===== src/rtl/h80cpu_bus_initiator_if.sv =====
// h80cpu_bus_initiator_if: core request/response port plus the run/done toggle bus.
// Command encoding: cmd[2] set means write (e.g. write_b=3'b100), clear means read (e.g. read_w=3'b010).
interface h80cpu_bus_initiator_if #(
  parameter int ADDR_W = 16,
  parameter int DATA_W = 32
);
  logic              req_valid;
  logic              req_ready;
  logic [2:0]        req_cmd;
  logic [ADDR_W-1:0] req_addr;
  logic [DATA_W-1:0] req_wdata;
  logic              rsp_valid;
  logic [DATA_W-1:0] rsp_data;
  logic              rsp_err;
  logic [ADDR_W-1:0] addr;
  logic [2:0]        cmd;
  logic [DATA_W-1:0] wr_data;
  logic              run;
  logic [DATA_W-1:0] rd_data;
  logic              done;
  modport master (
    input  req_valid, req_cmd, req_addr, req_wdata, rd_data, done,
    output req_ready, rsp_valid, rsp_data, rsp_err, addr, cmd, wr_data, run
  );
  modport slave (
    output req_valid, req_cmd, req_addr, req_wdata, rd_data, done,
    input  req_ready, rsp_valid, rsp_data, rsp_err, addr, cmd, wr_data, run
  );
endinterface


===== src/rtl/h80cpu_bus_initiator.sv =====
// h80cpu_bus_initiator: one-slot request buffer driving the run/done toggle bus, one response pulse per transaction.
// Define BUS_TIMEOUT_EN to add a WAIT timeout (rsp_err) followed by a DRAIN state that swallows the late completion.
module h80cpu_bus_initiator #(
  parameter int ADDR_W         = 16,
  parameter int DATA_W         = 32,
  parameter int TIMEOUT_CYCLES = 1024
) (
  input logic                   clk,
  input logic                   reset,
  h80cpu_bus_initiator_if.master bus
);
  localparam logic [1:0] IDLE  = 2'd0;
  localparam logic [1:0] WAIT  = 2'd1;
  localparam logic [1:0] DRAIN = 2'd2;
  if (TIMEOUT_CYCLES < 1) begin : g_bad_timeout
    $error("TIMEOUT_CYCLES must be at least 1");
  end
  logic [1:0]        state;
  logic              buf_full;
  logic [2:0]        buf_cmd;
  logic [ADDR_W-1:0] buf_addr;
  logic [DATA_W-1:0] buf_wdata;
  logic              done_eq;
  logic              launch;
  logic              complete;
  assign done_eq       = bus.done == bus.run;
  assign bus.req_ready = !buf_full && state != DRAIN;
  // Completion cycle doubles as the idle gap, so a buffered request launches right on it
  assign launch        = buf_full && done_eq && state != DRAIN;
  assign complete      = state == WAIT && done_eq;
`ifdef BUS_TIMEOUT_EN
  localparam int CNT_W = $clog2(TIMEOUT_CYCLES + 1);
  logic [CNT_W-1:0] cnt;
  logic             timeout;
  assign timeout = state == WAIT && !done_eq && cnt == CNT_W'(TIMEOUT_CYCLES - 1);
  always_ff @(posedge clk)
    cnt <= (reset || launch) ? '0 : cnt + CNT_W'(state == WAIT);
`endif
  always_ff @(posedge clk)
    if (reset) begin
      state         <= IDLE;
      buf_full      <= 1'b0;
      buf_cmd       <= '0;
      buf_addr      <= '0;
      buf_wdata     <= '0;
      bus.addr      <= '0;
      bus.cmd       <= '0;
      bus.wr_data   <= '0;
      bus.run       <= 1'b0;
      bus.rsp_valid <= 1'b0;
      bus.rsp_data  <= '0;
      bus.rsp_err   <= 1'b0;
    end else begin
      bus.rsp_valid <= complete;
      if (bus.req_valid && bus.req_ready) begin
        buf_full  <= 1'b1;
        buf_cmd   <= bus.req_cmd;
        buf_addr  <= bus.req_addr;
        buf_wdata <= bus.req_wdata;
      end
      if (complete) begin
        bus.rsp_data <= bus.cmd[2] ? '0 : bus.rd_data;
        bus.rsp_err  <= 1'b0;
      end
      if (launch) begin
        bus.addr    <= buf_addr;
        bus.cmd     <= buf_cmd;
        bus.wr_data <= buf_wdata;
        bus.run     <= ~bus.run;
        buf_full    <= 1'b0;
        state       <= WAIT;
      end else if (complete) begin
        state <= IDLE;
      end
`ifdef BUS_TIMEOUT_EN
      if (timeout) begin
        bus.rsp_valid <= 1'b1;
        bus.rsp_err   <= 1'b1;
        bus.rsp_data  <= '0;
        state         <= DRAIN;
      end
      if (state == DRAIN && done_eq) state <= IDLE;
`endif
    end
endmodule


===== src/flat_wrapper.sv =====
// flat-port wrapper written by rule: the top's interface ports become plain ports
module h80cpu_bus_initiator_flat 
#(
  parameter int ADDR_W         = 16,
  parameter int DATA_W         = 32,
  parameter int TIMEOUT_CYCLES = 1024
)
  (clk, reset, bus_req_valid, bus_req_cmd, bus_req_addr, bus_req_wdata, bus_rd_data, bus_done, bus_req_ready, bus_rsp_valid, bus_rsp_data, bus_rsp_err, bus_addr, bus_cmd, bus_wr_data, bus_run);
  h80cpu_bus_initiator_if #(.ADDR_W(ADDR_W), .DATA_W(DATA_W)) bus_i ();
  input logic clk;
  input logic reset;
  input wire logic [$bits(bus_i.req_valid)-1:0] bus_req_valid;
  input wire logic [$bits(bus_i.req_cmd)-1:0] bus_req_cmd;
  input wire logic [$bits(bus_i.req_addr)-1:0] bus_req_addr;
  input wire logic [$bits(bus_i.req_wdata)-1:0] bus_req_wdata;
  input wire logic [$bits(bus_i.rd_data)-1:0] bus_rd_data;
  input wire logic [$bits(bus_i.done)-1:0] bus_done;
  output wire logic [$bits(bus_i.req_ready)-1:0] bus_req_ready;
  output wire logic [$bits(bus_i.rsp_valid)-1:0] bus_rsp_valid;
  output wire logic [$bits(bus_i.rsp_data)-1:0] bus_rsp_data;
  output wire logic [$bits(bus_i.rsp_err)-1:0] bus_rsp_err;
  output wire logic [$bits(bus_i.addr)-1:0] bus_addr;
  output wire logic [$bits(bus_i.cmd)-1:0] bus_cmd;
  output wire logic [$bits(bus_i.wr_data)-1:0] bus_wr_data;
  output wire logic [$bits(bus_i.run)-1:0] bus_run;
  assign bus_i.req_valid = bus_req_valid;
  assign bus_i.req_cmd = bus_req_cmd;
  assign bus_i.req_addr = bus_req_addr;
  assign bus_i.req_wdata = bus_req_wdata;
  assign bus_i.rd_data = bus_rd_data;
  assign bus_i.done = bus_done;
  assign bus_req_ready = bus_i.req_ready;
  assign bus_rsp_valid = bus_i.rsp_valid;
  assign bus_rsp_data = bus_i.rsp_data;
  assign bus_rsp_err = bus_i.rsp_err;
  assign bus_addr = bus_i.addr;
  assign bus_cmd = bus_i.cmd;
  assign bus_wr_data = bus_i.wr_data;
  assign bus_run = bus_i.run;
  h80cpu_bus_initiator #(.ADDR_W(ADDR_W), .DATA_W(DATA_W), .TIMEOUT_CYCLES(TIMEOUT_CYCLES)) u_core (.clk(clk), .reset(reset), .bus(bus_i));
endmodule

===== config.mk =====
export PLATFORM = sky130hd
export DESIGN_NAME = h80cpu_bus_initiator_flat
export DESIGN_NICKNAME = d
export VERILOG_FILES = /design/src/rtl/h80cpu_bus_initiator_if.sv /design/src/rtl/h80cpu_bus_initiator.sv /design/src/flat_wrapper.sv
export SDC_FILE = /design/constraint.sdc
export NUM_CORES = 1
export LEC_CHECK = 0
export BUFFER_PORTS_ARGS = -buffer_cell sky130_fd_sc_hd__buf_4
export CORE_MARGIN = 3
export CORE_UTILIZATION = 54
export DETAILED_ROUTE_END_ITERATION = 8
export PLACE_DENSITY = 0.85
export SLEW_MARGIN = 20
export SYNTH_ARGS = -nofsm -noshare
export SYNTH_HDL_FRONTEND = slang
export SYNTH_SLANG_ARGS = --single-unit

===== constraint.sdc =====
create_clock -name clk -period 2.3 [get_ports clk]
set_input_delay 0.46 -clock clk [delete_from_list [all_inputs] [get_ports clk]]
set_output_delay 0.46 -clock clk [all_outputs]
set_load 0.05 [all_outputs]

==> results.cfg <==
[outcome]
status = completed

[drt]
remaining_drc_errors = 0
dr.pass1.iters = 5
vias_per_cell = 5.721
met3_length_microns = 1064
drtIter0Drc = 387
wl_met2_microns = 7336
wl_microns = 14480
met1_length_microns = 5859
wl_per_cell_microns = 16.11
top_layer = met4
drtAntennaViolNets = 0
vias = 5143

[critical_path]
reg2reg_depth = 4
path_class = flip-flop to output pin
path_cells = buf_4
start_kind = flip-flop
cp_data_required_time_ps = 1840
regToRegStartpoint = u_core.bus.run
crit_start = u_core.bus.run
crit_path_max_incr_delay_ps = 580
cp_top_family = flip-flops
critical_path.max_fanout = 4
slowest_stage = dfxtp_1
r2r_end = u_core.bus.wr_data[12]
ff2ff_setup_slack_ps = 490
path_buf_inv = 1
cp-end-kind = output pin
cp.arrival_ps = 1360

[clocking]
cts_root_buf = clkbuf_8
cts_buffer_depth = 2
post_cts_resized = 0
path_clk_slew_ps = 60
htree_num_levels = 4
cts_buffers = 17
hold_buffers = 0
post-cts-setup-buffer-count = 0
insertion_delay_ps = 490
cts_tree = done
cts.sink_count = 138

[sta]
fin_tns_setup_ps = 0
whs_ps = 214.8
rsz0062_at_grt = false
finalCriticalPeriod_ps = 1819
max_freq_mhz = 549.8
slew-limit-headroom_pct = 48.30
finalSetupViolCount = 0
worst_pin_slew_ps = 774.6
finalHoldViolCount = 0
fin_crit_sh_pct = 79.08
finalMaxSlewViolations = 0
finalClockSkew_ps = 6.484

[placed_design]
gp_congestion = 0.8224
io_buffers = 172
dp_hpwl_microns = 9295

[global_routing]
first_global_vias = 4831
grt_max_degree = 86
grt_use_total_pct = 25.98
antenna_found_initial = 0
grt-ovfl-total = 0
grt_pass1_wl_microns = 23320

[logic_synthesis]
synth.avg_cell_area_sq_um = 8.247
syn_inst = 624
ys_seq_area_share_pct = 53.68
synth_area_leader_cell = dfxtp_1
yosys_register_bits = 138
syn-num-nets = 711
synth.distinct_cells = 22
syn_area_sq_um = 5146
synth.top_cell.area_share_pct = 53.68
synth_area_leaders = dfxtp_1, a21oi_1, nand2_1
synth-warning-count = 0

[min_path]
hold_end = u_core.buf_wdata[13]
hold_path.class = primary input to flip-flop
hold_depth = 3
holdCritStartpoint = bus_req_wdata[13]

[floorplan]
die_area_sq_um = 10740
dieHeight_microns = 103.6
fp.coreArea_sq_um = 8976
die_w_microns = 103.6
design.portCount = 174
start_util_pct = 57.33
num_rows = 34

[finish]
drive_gt1_share_pct = 28.59
syn_to_final_growth_pct = 36.98
multi_input_area_sq_um = 2130
nets = 848
diodes = 0
fin_util_pct = 78.53
regArea_sq_um = 2764
fillCellCount = 608

[power_and_ir_drop]
ir_drop_uv = 628.6
power.density_nw_per_um2 = 833.2
fin_total_pwr_w = 0.005874
leakage_nw = 2.785

[run]
max_cap_violations = 0
-- report_power, final --
group	internal [W]	switching [W]
Sequential	0.00249	0.0000635
Combinational	0.000258	0.000511
Clock	0.00154	0.00101
-- registers in the layout, summed over array words and instances, names as in the netlist --
signal / count
u_core.buf_addr: 16
u_core.buf_cmd: 3
u_core.buf_wdata: 32
u_core.bus.rsp_data: 32
u_core.state: 1
u_core.bus.rsp_valid: 1
u_core.buf_full: 1
u_core.bus.run: 1
u_core.bus.wr_data: 32
u_core.bus.cmd: 3
u_core.bus.addr: 16
-- synthesized netlist by cell type --
cell	count
o21ai_1	9
inv_1	2
buf_6	1
o21ai_0	74
clkbuf_1	43
buf_1	5
buf_2	16
buf_4	2
nor3_1	1
a21oi_1	132
nand2_1	104
a211oi_1	2
nor2b_1	1
nand4_1	3
conb_1	1
nand3_1	51
nand2b_1	4
xor2_1	1
xnor2_2	1
nand4b_1	29
nor2_1	4
dfxtp_1	138
-- logic make-up after synthesis --
| kind of cell | share of synthesized area (%) |
|---|---|
| other | 0.07287 |
| buffers and inverters | 5.714 |
| xor gates and xnor gates | 0.4864 |
| and+or+nand+nor | 18.84 |
| DFF | 53.68 |
| AOI/OAI and AO/OA | 21.20 |
-- area by class of cell --
class	count	share of cell area, %
Clock buffer	17	5.875
Tap cell	126	2.236
Sequential cell	138	39.21
Timing Repair Buffer	185	20.23
Clock inverter	14	2.130
Inverter	2	0.1065
Multi-Input combinational cell	417	30.21
-- placed cells by master, fill, tap and decap left out, types with 3 or more instances in the layout --
| cell | n |
|---|---|
| buf_4 | 182 |
| dfxtp_1 | 137 |
| a21oi_1 | 132 |
| nand2_1 | 104 |
| o21ai_0 | 74 |
| nand3_1 | 51 |
| nand4b_1 | 29 |
| clkbuf_16 | 16 |
| o21ai_1 | 9 |
| nor2_1 | 4 |
| clkinv_4 | 4 |
| nand2b_1 | 3 |
| nand4_1 | 3 |
| clkinv_2 | 3 |
| clkinvlp_4 | 3 |
| buf_12 | 3 |
-- worst max-delay path by stage --
| stage | end | cells past startpoint | slack, ps |
|---|---|---|---|
| 2_1_floorplan | u_core.bus.wr_data[24] | 5 | 730 |
| 3_3_place_gp | u_core.bus.wr_data[8] | 5 | 650 |
| 3_5_place_dp | u_core.bus.wr_data[7] | 5 | 590 |
| 4_1_cts | bus_run | 1 | 470 |
| 5_1_grt | u_core.bus.wr_data[3] | 4 | 380 |
| 6_report | bus_run | 1 | 480 |
-- per-stage QoR --
stage	cells	cell area [sq um]	setup slack, ps
floorplan	624	5146	732.8
global placement	868	6485	650.1
detailed placement	868	6485	595.0
CTS	899	7049	465.4
global route	899	7049	383.9
finish	899	7049	481.3
-- layer usage --
layer	vias up	track usage [%]
li1	2444	-
met1	2423	32.62
met2	255	44.58
met3	21	5.535
met4	0	8.642
met5	-	0
(Power assumes the default switching activity.)
